==> src/rtl/picosoc_regs_pkg.sv <==
// Shared types and constants for the PicoSoC register-file write buffer.
package picosoc_regs_pkg;

    localparam int XLEN          = 32;
    localparam int REG_IDX_W     = 6;
    localparam int REG_SEL_W     = 5;
    localparam int DEPTH_DEFAULT = 4;

    // What register-file port A does in a given cycle
    typedef enum logic [1:0] {
        PORT_IDLE,
        PORT_DRAIN,
        PORT_READ
    } port_op_e;

    // One buffered write: only the significant register-select bits are kept
    typedef struct packed {
        logic [REG_SEL_W-1:0] sel;
        logic [XLEN-1:0]      data;
    } wbuf_entry_t;

    // Register index zero is hard-wired to zero; the upper index bit is ignored
    function automatic logic is_zero_reg(input logic [REG_IDX_W-1:0] idx);
        return idx[REG_SEL_W-1:0] == '0;
    endfunction

endpackage

==> src/rtl/picosoc_regs_wbuf_cam.sv <==
// In-order write-buffer storage with two newest-match lookup ports.
// Entries are kept oldest-first from rd_ptr; a lookup scans from oldest to
// newest so the last match found is the youngest write to that register.
module picosoc_regs_wbuf_cam
    import picosoc_regs_pkg::*;
#(
    parameter int DEPTH = DEPTH_DEFAULT
) (
    input  logic                 clk,
    input  logic                 resetn,
    input  logic                 push,
    input  logic [REG_SEL_W-1:0] push_sel,
    input  logic [XLEN-1:0]      push_data,
    input  logic                 pop,
    output logic [REG_SEL_W-1:0] head_sel,
    output logic [XLEN-1:0]      head_data,
    output logic                 full,
    output logic                 empty,
    input  logic [REG_SEL_W-1:0] lk_sel1,
    output logic                 lk_hit1,
    output logic [XLEN-1:0]      lk_data1,
    input  logic [REG_SEL_W-1:0] lk_sel2,
    output logic                 lk_hit2,
    output logic [XLEN-1:0]      lk_data2
);

    localparam int PW = $clog2(DEPTH);
    localparam int CW = PW + 1;

    wbuf_entry_t    slots [DEPTH];
    logic [PW-1:0]  wr_ptr;
    logic [PW-1:0]  rd_ptr;
    logic [CW-1:0]  count;
    logic [PW-1:0]  scan_idx;

    // Pointer and occupancy bookkeeping; pointers wrap naturally at DEPTH
    always_ff @(posedge clk or negedge resetn) begin
        if (!resetn) begin
            wr_ptr <= '0;
            rd_ptr <= '0;
            count  <= '0;
        end else begin
            if (push) begin
                wr_ptr <= wr_ptr + PW'(1);
            end
            if (pop) begin
                rd_ptr <= rd_ptr + PW'(1);
            end
            case ({push, pop})
                2'b10:   count <= count + CW'(1);
                2'b01:   count <= count - CW'(1);
                default: count <= count;
            endcase
        end
    end

    // Payload storage needs no reset: occupancy alone decides what is valid
    always_ff @(posedge clk) begin
        if (push) begin
            slots[wr_ptr] <= '{sel: push_sel, data: push_data};
        end
    end

    assign full      = (count == CW'(DEPTH));
    assign empty     = (count == '0);
    assign head_sel  = slots[rd_ptr].sel;
    assign head_data = slots[rd_ptr].data;

    // Oldest-to-newest scan so the youngest matching entry wins
    always_comb begin
        lk_hit1  = 1'b0;
        lk_data1 = '0;
        lk_hit2  = 1'b0;
        lk_data2 = '0;
        scan_idx = '0;
        for (int k = 0; k < DEPTH; k++) begin
            scan_idx = rd_ptr + PW'(k);
            if (CW'(k) < count) begin
                if (slots[scan_idx].sel == lk_sel1) begin
                    lk_hit1  = 1'b1;
                    lk_data1 = slots[scan_idx].data;
                end
                if (slots[scan_idx].sel == lk_sel2) begin
                    lk_hit2  = 1'b1;
                    lk_data2 = slots[scan_idx].data;
                end
            end
        end
    end

endmodule

==> src/rtl/picosoc_regs_wbuf.sv <==
// Register-file front end with a posted write buffer.
// Writes are queued and drained to the register file when port A is free;
// reads take priority unless the buffer is full.
// Optional feature macro PICOSOC_REGS_WBUF_FWD_EN: when defined, reads of
// buffered registers are forwarded from the buffer; otherwise such reads
// stall until the conflicting entries have drained.
module picosoc_regs_wbuf
    import picosoc_regs_pkg::*;
#(
    parameter int DEPTH = DEPTH_DEFAULT
) (
    input  logic                 clk,
    input  logic                 resetn,
    input  logic                 wr_req,
    input  logic [REG_IDX_W-1:0] wr_addr,
    input  logic [XLEN-1:0]      wr_data,
    output logic                 wr_ready,
    input  logic                 rd_req,
    input  logic [REG_IDX_W-1:0] rd_addr1,
    input  logic [REG_IDX_W-1:0] rd_addr2,
    output logic                 rd_ready,
    output logic                 rd_valid,
    output logic [XLEN-1:0]      rd_data1,
    output logic [XLEN-1:0]      rd_data2,
    output logic                 rf_wen,
    output logic [REG_IDX_W-1:0] rf_waddr,
    output logic [REG_IDX_W-1:0] rf_raddr1,
    output logic [REG_IDX_W-1:0] rf_raddr2,
    output logic [XLEN-1:0]      rf_wdata,
    input  logic [XLEN-1:0]      rf_rdata1,
    input  logic [XLEN-1:0]      rf_rdata2
);

    logic                 full;
    logic                 empty;
    logic [REG_SEL_W-1:0] head_sel;
    logic [XLEN-1:0]      head_data;
    logic                 hit1;
    logic                 hit2;
    logic [XLEN-1:0]      hit_data1;
    logic [XLEN-1:0]      hit_data2;
    logic                 hazard;
    logic                 push;
    logic                 pop;
    logic                 read_go;
    port_op_e             port_op;

    logic                 rsp_zero1;
    logic                 rsp_zero2;
    logic                 rsp_fwd1;
    logic                 rsp_fwd2;
    logic [XLEN-1:0]      rsp_fwd_data1;
    logic [XLEN-1:0]      rsp_fwd_data2;
    logic [XLEN-1:0]      last_data1;
    logic [XLEN-1:0]      last_data2;
    logic                 unused_bits;

    picosoc_regs_wbuf_cam #(
        .DEPTH (DEPTH)
    ) u_cam (
        .clk       (clk),
        .resetn    (resetn),
        .push      (push),
        .push_sel  (wr_addr[REG_SEL_W-1:0]),
        .push_data (wr_data),
        .pop       (pop),
        .head_sel  (head_sel),
        .head_data (head_data),
        .full      (full),
        .empty     (empty),
        .lk_sel1   (rd_addr1[REG_SEL_W-1:0]),
        .lk_hit1   (hit1),
        .lk_data1  (hit_data1),
        .lk_sel2   (rd_addr2[REG_SEL_W-1:0]),
        .lk_hit2   (hit2),
        .lk_data2  (hit_data2)
    );

`ifdef PICOSOC_REGS_WBUF_FWD_EN
    // Buffered values are forwarded, so a pending write never blocks a read
    assign hazard      = 1'b0;
    assign unused_bits = wr_addr[REG_IDX_W-1];
`else
    // Without forwarding a read must wait until its non-zero operands drain
    assign hazard      = (!is_zero_reg(rd_addr1) && hit1) ||
                         (!is_zero_reg(rd_addr2) && hit2);
    assign unused_bits = ^{wr_addr[REG_IDX_W-1], hit_data1, hit_data2};
`endif

    // A drain in the same cycle only frees a slot once the count updates
    assign wr_ready = !full;
    assign rd_ready = resetn && !full && !hazard;
    assign push     = wr_req && wr_ready && !is_zero_reg(wr_addr);

    // Port A arbitration: a full buffer forces a drain, else reads go first
    always_comb begin
        port_op = PORT_IDLE;
        if (rd_req && rd_ready) begin
            port_op = PORT_READ;
        end else if (!empty) begin
            port_op = PORT_DRAIN;
        end
    end

    assign read_go = (port_op == PORT_READ);
    assign pop     = (port_op == PORT_DRAIN);

    // Drive the shared register-file port; unused fields rest at zero
    always_comb begin
        rf_wen    = 1'b0;
        rf_waddr  = '0;
        rf_wdata  = '0;
        rf_raddr1 = '0;
        rf_raddr2 = '0;
        if (port_op == PORT_DRAIN) begin
            rf_wen   = 1'b1;
            rf_waddr = {1'b0, head_sel};
            rf_wdata = head_data;
        end else if (port_op == PORT_READ) begin
            rf_raddr1 = rd_addr1;
            rf_raddr2 = rd_addr2;
        end
    end

    // Capture how each operand will be resolved when the register file answers
    always_ff @(posedge clk or negedge resetn) begin
        if (!resetn) begin
            rd_valid      <= 1'b0;
            rsp_zero1     <= 1'b0;
            rsp_zero2     <= 1'b0;
            rsp_fwd1      <= 1'b0;
            rsp_fwd2      <= 1'b0;
            rsp_fwd_data1 <= '0;
            rsp_fwd_data2 <= '0;
            last_data1    <= '0;
            last_data2    <= '0;
        end else begin
            rd_valid <= read_go;
            if (read_go) begin
                rsp_zero1 <= is_zero_reg(rd_addr1);
                rsp_zero2 <= is_zero_reg(rd_addr2);
`ifdef PICOSOC_REGS_WBUF_FWD_EN
                rsp_fwd1      <= hit1;
                rsp_fwd2      <= hit2;
                rsp_fwd_data1 <= hit_data1;
                rsp_fwd_data2 <= hit_data2;
`else
                rsp_fwd1      <= 1'b0;
                rsp_fwd2      <= 1'b0;
                rsp_fwd_data1 <= '0;
                rsp_fwd_data2 <= '0;
`endif
            end
            if (rd_valid) begin
                last_data1 <= rd_data1;
                last_data2 <= rd_data2;
            end
        end
    end

    // Operands resolve zero register first, then forwarded data, then the file
    always_comb begin
        rd_data1 = last_data1;
        rd_data2 = last_data2;
        if (rd_valid) begin
            rd_data1 = rsp_zero1 ? '0 : (rsp_fwd1 ? rsp_fwd_data1 : rf_rdata1);
            rd_data2 = rsp_zero2 ? '0 : (rsp_fwd2 ? rsp_fwd_data2 : rf_rdata2);
        end
    end

endmodule

==> config.mk <==
export PLATFORM = sky130hd
export DESIGN_NAME = picosoc_regs_wbuf
export DESIGN_NICKNAME = d
export VERILOG_FILES = /design/src/rtl/picosoc_regs_pkg.sv /design/src/rtl/picosoc_regs_wbuf_cam.sv /design/src/rtl/picosoc_regs_wbuf.sv
export SDC_FILE = /design/constraint.sdc
export NUM_CORES = 1
export LEC_CHECK = 0
export BUFFER_PORTS_ARGS = -buffer_cell sky130_fd_sc_hd__buf_4
export CAP_MARGIN = 30
export CORE_MARGIN = 2
export CORE_UTILIZATION = 58
export DETAILED_ROUTE_END_ITERATION = 12
export PLACE_DENSITY = 0.82
export SYNTH_ARGS = -nofsm -noshare
export SYNTH_HDL_FRONTEND = slang
export SYNTH_HIERARCHICAL = 1
export SYNTH_SLANG_ARGS = --single-unit
export TNS_END_PERCENT = 20
==> constraint.sdc <==
create_clock -name clk -period 5.25 [get_ports clk]
set_input_delay 1.05 -clock clk [delete_from_list [all_inputs] [get_ports clk]]
set_output_delay 1.05 -clock clk [all_outputs]
set_load 0.01 [all_outputs]
==> results.rst, run 1 <==
.. list-table::
   :header-rows: 1

   * - Metric
     - Value
   * - Run status
     - finished clean
   * - Num CTS Buffers
     - 23
   * - GP Congestion
     - 0.823
   * - Final setup violation count
     - 0
   * - DP Wirelength
     - ~16 mm
   * - Instance count on the critical path
     - 13
   * - Leak Pwr
     - between 5 and 6 nW
   * - Area post-placement
     - about 0.012 mm^2
   * - Worst-skew pair later-pin latency
     - 500 ps
   * - Switching share of power
     - 35.5%
   * - Effective utilization at floorplan
     - around three fifths
   * - Highest attainable clock frequency
     - between 200 and 250 MHz
   * - Max VDD drop
     - between 0.0004 and 0.0005 V
   * - Placed instance count
     - approximately 1300
   * - Critical path endpoint category
     - primary output
   * - Syn-to-layout area delta
     - 24.7%
   * - Post-Synthesis Cells
     - a little under 900
   * - Final critical-path share of the clock period
     - a little over nine tenths
   * - Number of cells in the finished layout apart from fillers
     - roughly 1300
   * - Pwr/cell area
     - roughly 600 mW/mm^2
   * - Clk buf depth
     - 3
   * - Critical Path Source Type
     - register
   * - Synthesized Nets
     - ~1000
   * - Overflow after GRT
     - 0
   * - Buf+Inv Stages, Crit Path
     - 3
   * - Most common library cell in the layout ignoring fill and taps
     - buf_4
   * - Most numerous cell on the critical path
     - buf_4
   * - Cell-by-cell listing of the critical path
     - buf_4 -> mux4_2 -> xnor2_1 -> nand4_1 -> or3_1 -> and2_4 -> nand3_1 -> nand4bb_1 -> a21bo_2 -> a21oi_4 -> buf_6 -> and2_1 -> buf_4
   * - Clock root buffer
     - clkbuf_16
   * - Initial antenna violation count
     - 0
   * - Number of global-route vias before repair
     - between 6000 and 7000
   * - Total clock sinks
     - 222
   * - CTS tree
     - done
   * - Total number of placement rows
     - 49
   * - Number of warnings reported in the yosys synthesis log
     - 6
   * - Number of pins exceeding their max-slew limit in the final report
     - 0
   * - Slew margin rel.
     - 42.5%
   * - Antenna Cells
     - 0
   * - DRC violations left
     - 0
   * - Height of the chip
     - 138 um
   * - Sequential cell fraction of total power
     - about a third
   * - Reg-to-Reg Start
     - u_cam/rd_ptr[0]
   * - Minimum setup slack among reg-to-reg paths
     - between 1000 and 1500 ps
   * - Slew at the pin closest to its max-slew limit
     - 862 ps
   * - Number of ports placed on the die boundary
     - around 240
   * - DIE WIDTH
     - about 140 um
   * - Pin count of the biggest net entering global routing
     - 70
   * - Commonest non-fill, non-tap cells in the layout
     - buf_4, edfxtp_1, o21ai_0
   * - Number of optimization iterations in the first detailed-route pass
     - 4
   * - Arr. time, crit path
     - about 4000 ps
   * - Share of cells above drive strength 1
     - 32.0%
   * - Storage cell area
     - approximately 0.0063 mm^2
   * - Final worst-path setup slack
     - 253 ps
   * - Share of total power in the clock network
     - 19.6%
   * - Net switching component of the power
     - 2.80 mW
   * - Clock period minus final worst setup slack
     - 5000 ps
   * - Total die area
     - 0.0192 mm^2
   * - Gate power share
     - ~47%
   * - Worst Hold Class
     - primary input to asynchronous set/reset pin
   * - Vias after detailed routing
     - 7092
   * - IO buf count
     - roughly 230
   * - Total of max-cap violations
     - 0
   * - Mapped Area
     - ~0.010 mm^2
   * - Overall power after layout
     - about 7.9 mW
   * - Area of the core
     - 0.0178 mm^2
   * - NumNets Final
     - 1198
   * - Slowest stage cell on the critical path
     - mux4_2
   * - Post-CTS Hold Buffers
     - 0
   * - Design internal power
     - ~5.1 mW
   * - Average via count per standard cell
     - around 5.4
   * - Synthesized area per cell
     - 12.0 um^2
   * - Clock-pin transition on the worst setup and hold timing paths
     - 70 ps
   * - # fillers
     - 1189
   * - Global-route wire length before repair
     - ~35 mm
   * - Total wirelength of the detailed-routed design
     - 22.6 mm
   * - Pre-CTS setup slack
     - approximately 670 ps
   * - FF-to-FF path depth
     - 15
   * - Final cell area excluding filler cells
     - around 0.013 mm^2
   * - Data required time at the worst endpoint
     - between 4000 and 5000 ps
   * - Overall track demand over capacity in global routing
     - ~23%
   * - Worst reg2reg endpoint
     - u_cam/count[2]
   * - Final antenna-violating net count
     - 0
   * - Highest fanout seen on the critical path
     - 41
   * - Area of the multi-input gates
     - 0.00357 mm^2
   * - H-tree Lvls
     - 1
   * - Number of hold violations in the final report
     - 0
   * - Delay of the slowest cell on the worst path
     - roughly 590 ps
   * - Critical path start-end classification
     - register to primary output
   * - WL per Instance
     - roughly 17 um
   * - Cell family contributing the most delay on the critical path
     - simple AND/OR/NAND/NOR gates
   * - Starting DRC count in detailed routing
     - 311
   * - Clock skew
     - 10.5 ps
-- cell type report --
class	instances	share of cell area (%)
flip-flops and latches	222	48.2
multi-input cells	507	27.3
repair buffers	246	14.7
clock buffers	32	4.97
well taps	229	2.19
inverters	71	2.04
clock inverters	10	0.593
-- stage by stage --
stage / hold slack, ps / TNS, ps / util, %
floorplan: 461 / 0 / -
global placement: 509 / 0 / 68.6
detailed placement: 515 / 0 / 69.2
CTS: 348 / 0 / 73.3
global route: 346 / -0.169 / 73.3
finish: 359 / 0 / 73.3
-- registers in the layout, indices dropped and copies added (netlist names) --
signal and count:
u_cam/wr_ptr 2, last_data1 32, u_cam/slots 148, u_cam/rd_ptr 2, last_data2 32, rd_valid 1
rsp_zero2 1, u_cam/count 3, rsp_zero1 1
-- metal layers --
layer	up-vias	wire length [um]	track usage [%]	share of wire [%]
met3	54	1440	4.88	6.4
li1	3420	-	-	-
met1	3378	8990	28.5	40
met5	-	0	0	0
met4	0	667	7.73	3.0
met2	240	11500	40.9	51
-- power by group through the flow --
stage / logic [mW] / clock network [mW] / registers (mW)
after floorplan: 2.42 / 0 / 2.53
after global placement: 3.59 / 0 / 2.61
after detailed placement: 3.73 / 0 / 2.64
after CTS: 3.75 / 1.57 / 2.61
after global routing: 4.06 / 1.66 / 2.65
final: 3.72 / 1.54 / 2.61
-- how the worst max path moves through the flow --
stage | from | endpoint
6_report | u_cam/rd_ptr[0] | rf_wdata[23]
5_1_grt | u_cam/rd_ptr[0] | rf_wdata[23]
4_1_cts | u_cam/rd_ptr[0] | rf_wdata[23]
3_5_place_dp | u_cam/rd_ptr[0] | rf_wdata[23]
3_3_place_gp | u_cam/rd_ptr[0] | rf_wdata[26]
2_1_floorplan | u_cam/rd_ptr[0] | rf_wdata[15]
-- timing repair --
item                                    4_1_cts  5_1_grt
buffers inserted                              0        0
resized for setup                             0        1
endpoints found under the setup margin        0       37
No activity file was read; power rests on OpenSTA's default activity.
==> run 2, diff against run 1 <==
Settings changed: REMOVE_ABC_BUFFERS set to 1.
==> results.rst, run 2 (synthesis gave the netlist of run 1 again) <==
.. list-table::
   :header-rows: 1

   * - Metric
     - Value
   * - Overall track demand over capacity in global routing
     - a little under a quarter
   * - Critical Path Source Type
     - register
   * - Share of cells above drive strength 1
     - 31.6%
   * - Number of ports placed on the die boundary
     - approximately 240
   * - Flip-flop count of the largest register after layout
     - between 100 and 150
   * - Commonest non-fill, non-tap cells in the layout
     - buf_4, edfxtp_1, o21ai_0
   * - Post-CTS Hold Buffers
     - 0
   * - Run status
     - finished clean
   * - Final core utilization
     - 73.3%
   * - DIE WIDTH
     - about 140 um
   * - Worst-skew pair later-pin latency
     - approximately 500 ps
   * - Global-route wire length before repair
     - 36.2 mm
   * - NumNets Final
     - around 1200
   * - Slew at the pin closest to its max-slew limit
     - about 860 ps
   * - Clock period minus final worst setup slack
     - between 4000 and 5000 ps
   * - DRC violations left
     - 0
   * - Total clock sinks
     - roughly 220
   * - Total number of placement rows
     - around 50
   * - Biggest registers after layout
     - u_cam/slots (148), last_data1 (32), last_data2 (32)
   * - Number of pins exceeding their max-slew limit in the final report
     - 0
   * - Average via count per standard cell
     - ~5.4
   * - Worst reg2reg endpoint
     - u_cam/count[2]
   * - Height of the chip
     - between 100 and 150 um
   * - IO buf count
     - about 230
   * - Initial antenna violation count
     - 0
   * - DP Wirelength
     - about 16 mm
   * - Num CTS Buffers
     - 24
   * - Number of optimization iterations in the first detailed-route pass
     - 4
   * - Pwr/cell area
     - between 500 and 600 mW/mm^2
   * - Effective utilization at floorplan
     - ~60%
   * - Starting DRC count in detailed routing
     - ~280
   * - Vias after detailed routing
     - just over 7000
   * - Number of hold violations in the final report
     - 0
   * - Overflow after GRT
     - 0
   * - Syn-to-layout area delta
     - 24.6%
   * - Area of the core
     - approximately 0.018 mm^2
   * - CTS tree
     - done
   * - Unrepaired setup endpoints after global routing
     - false
   * - Total wirelength of the detailed-routed design
     - ~23 mm
   * - Final critical-path share of the clock period
     - 94.2%
   * - Pin count of the biggest net entering global routing
     - 84
   * - Leak Pwr
     - between 5 and 6 nW
   * - Total of max-cap violations
     - 0
   * - Final setup violation count
     - 0
   * - Antenna Cells
     - 0
   * - Critical path start-end classification
     - register to primary output
   * - Slew margin rel.
     - 42.8%
   * - FF-to-FF path depth
     - 15
   * - H-tree Lvls
     - 1
   * - Clk buf depth
     - 3
   * - Minimum setup slack among reg-to-reg paths
     - between 1000 and 1500 ps
   * - Reg-to-Reg Start
     - u_cam/rd_ptr[0]
   * - Arr. time, crit path
     - slightly below 4000 ps
   * - Worst Hold Class
     - primary input to asynchronous set/reset pin
   * - Largest register by flop count
     - u_cam/slots
   * - Clock-pin transition on the worst setup and hold timing paths
     - about 60 ps
   * - Clock skew
     - 7.96 ps
   * - Final antenna-violating net count
     - 0
   * - Total die area
     - roughly 0.019 mm^2
   * - Critical path endpoint category
     - primary output
   * - Data required time at the worst endpoint
     - 4200 ps
   * - Overall power after layout
     - 7.82 mW
   * - Max VDD drop
     - around 0.00038 V
   * - Most common library cell in the layout ignoring fill and taps
     - buf_4
   * - GP Congestion
     - 0.820
   * - Highest fanout seen on the critical path
     - ~40
   * - Clock root buffer
     - clkbuf_16
   * - Highest attainable clock frequency
     - 202 MHz
   * - WL per Instance
     - 17.6 um
   * - Number of global-route vias before repair
     - around 7000
run 2: cell count changes in the layout (fill, tap and decap cells not counted), moves of 2 or more:
cell,delta
clkbuf_8,-4
clkinv_2,-2
clkbuf_16,+2
buf_4,-2
clkinvlp_4,+2
inv_6,-2
clkinv_1,+4
run 2: worst max-delay path: stages (launching register included):
cell and delay, ps:
dfrtp_1 330, buf_6 260, mux4_2 590, xnor2_1 190, nand4_1 110, or3_1 380, and2_4 160, nand3_1 90
nand4bb_1 160, a21bo_2 320, a21oi_4 160, buf_6 300, and2_1 190, buf_4 120
run 2: area by class of cell:
| cell class | instances | area [um^2] |
|---|---|---|
| Sequential cell | 222 | 6300 |
| Fill cell | 1203 | 4770 |
| Multi-Input combinational cell | 507 | 3570 |
| Timing Repair Buffer | 246 | 1940 |
| Clock buffer | 31 | 648 |
| Tap cell | 229 | 287 |
| Inverter | 71 | 267 |
| Clock inverter | 12 | 58.8 |
run 2: worst max path at each step:
stage | start | end
finish | u_cam/rd_ptr[0] | rf_wdata[23]
global route | u_cam/rd_ptr[0] | rf_wdata[27]
CTS | u_cam/rd_ptr[0] | rf_wdata[23]
detailed placement | u_cam/rd_ptr[0] | rf_wdata[23]
global placement | u_cam/rd_ptr[0] | rf_wdata[30]
floorplan | u_cam/rd_ptr[1] | rf_waddr[0]
run 2: metal layers:
metal	GRT usage, %	vias to the layer above	share of wire [%]
met5	0	-	0
met4	8.27	0	3.3
met3	5.16	47	7.7
met2	41.4	250	50
met1	29.5	3457	39
li1	-	3418	-
run 2: metrics by stage:
stage / cells / cell area, um^2 / setup WS (ps) / setup TNS (ps) / hold WS [ps]
floorplan: 800 / 10100 / -1460 / -60450 / 461
global placement: 1269 / 12200 / 762 / 0 / 500
detailed placement: 1274 / 12300 / 663 / 0 / 514
CTS: 1317 / 13000 / 93.0 / 0 / 521
global route: 1318 / 13100 / 39.1 / 0 / 437
finish: 1318 / 13100 / 302 / 0 / 446
run 2: repair_timing:
item,CTS,global route
hold endpoints to repair,0,0
gates resized for setup,0,2
setup endpoints to repair,0,38
buffers inserted,0,0
run 2: where the power goes:
group / switching [mW] / leakage (nW) / internal, mW / total, mW
logic: 1.94 / 2.82 / 1.77 / 3.71
registers: 0.224 / 2.27 / 2.39 / 2.61
clock network: 0.634 / 0.336 / 0.865 / 1.50
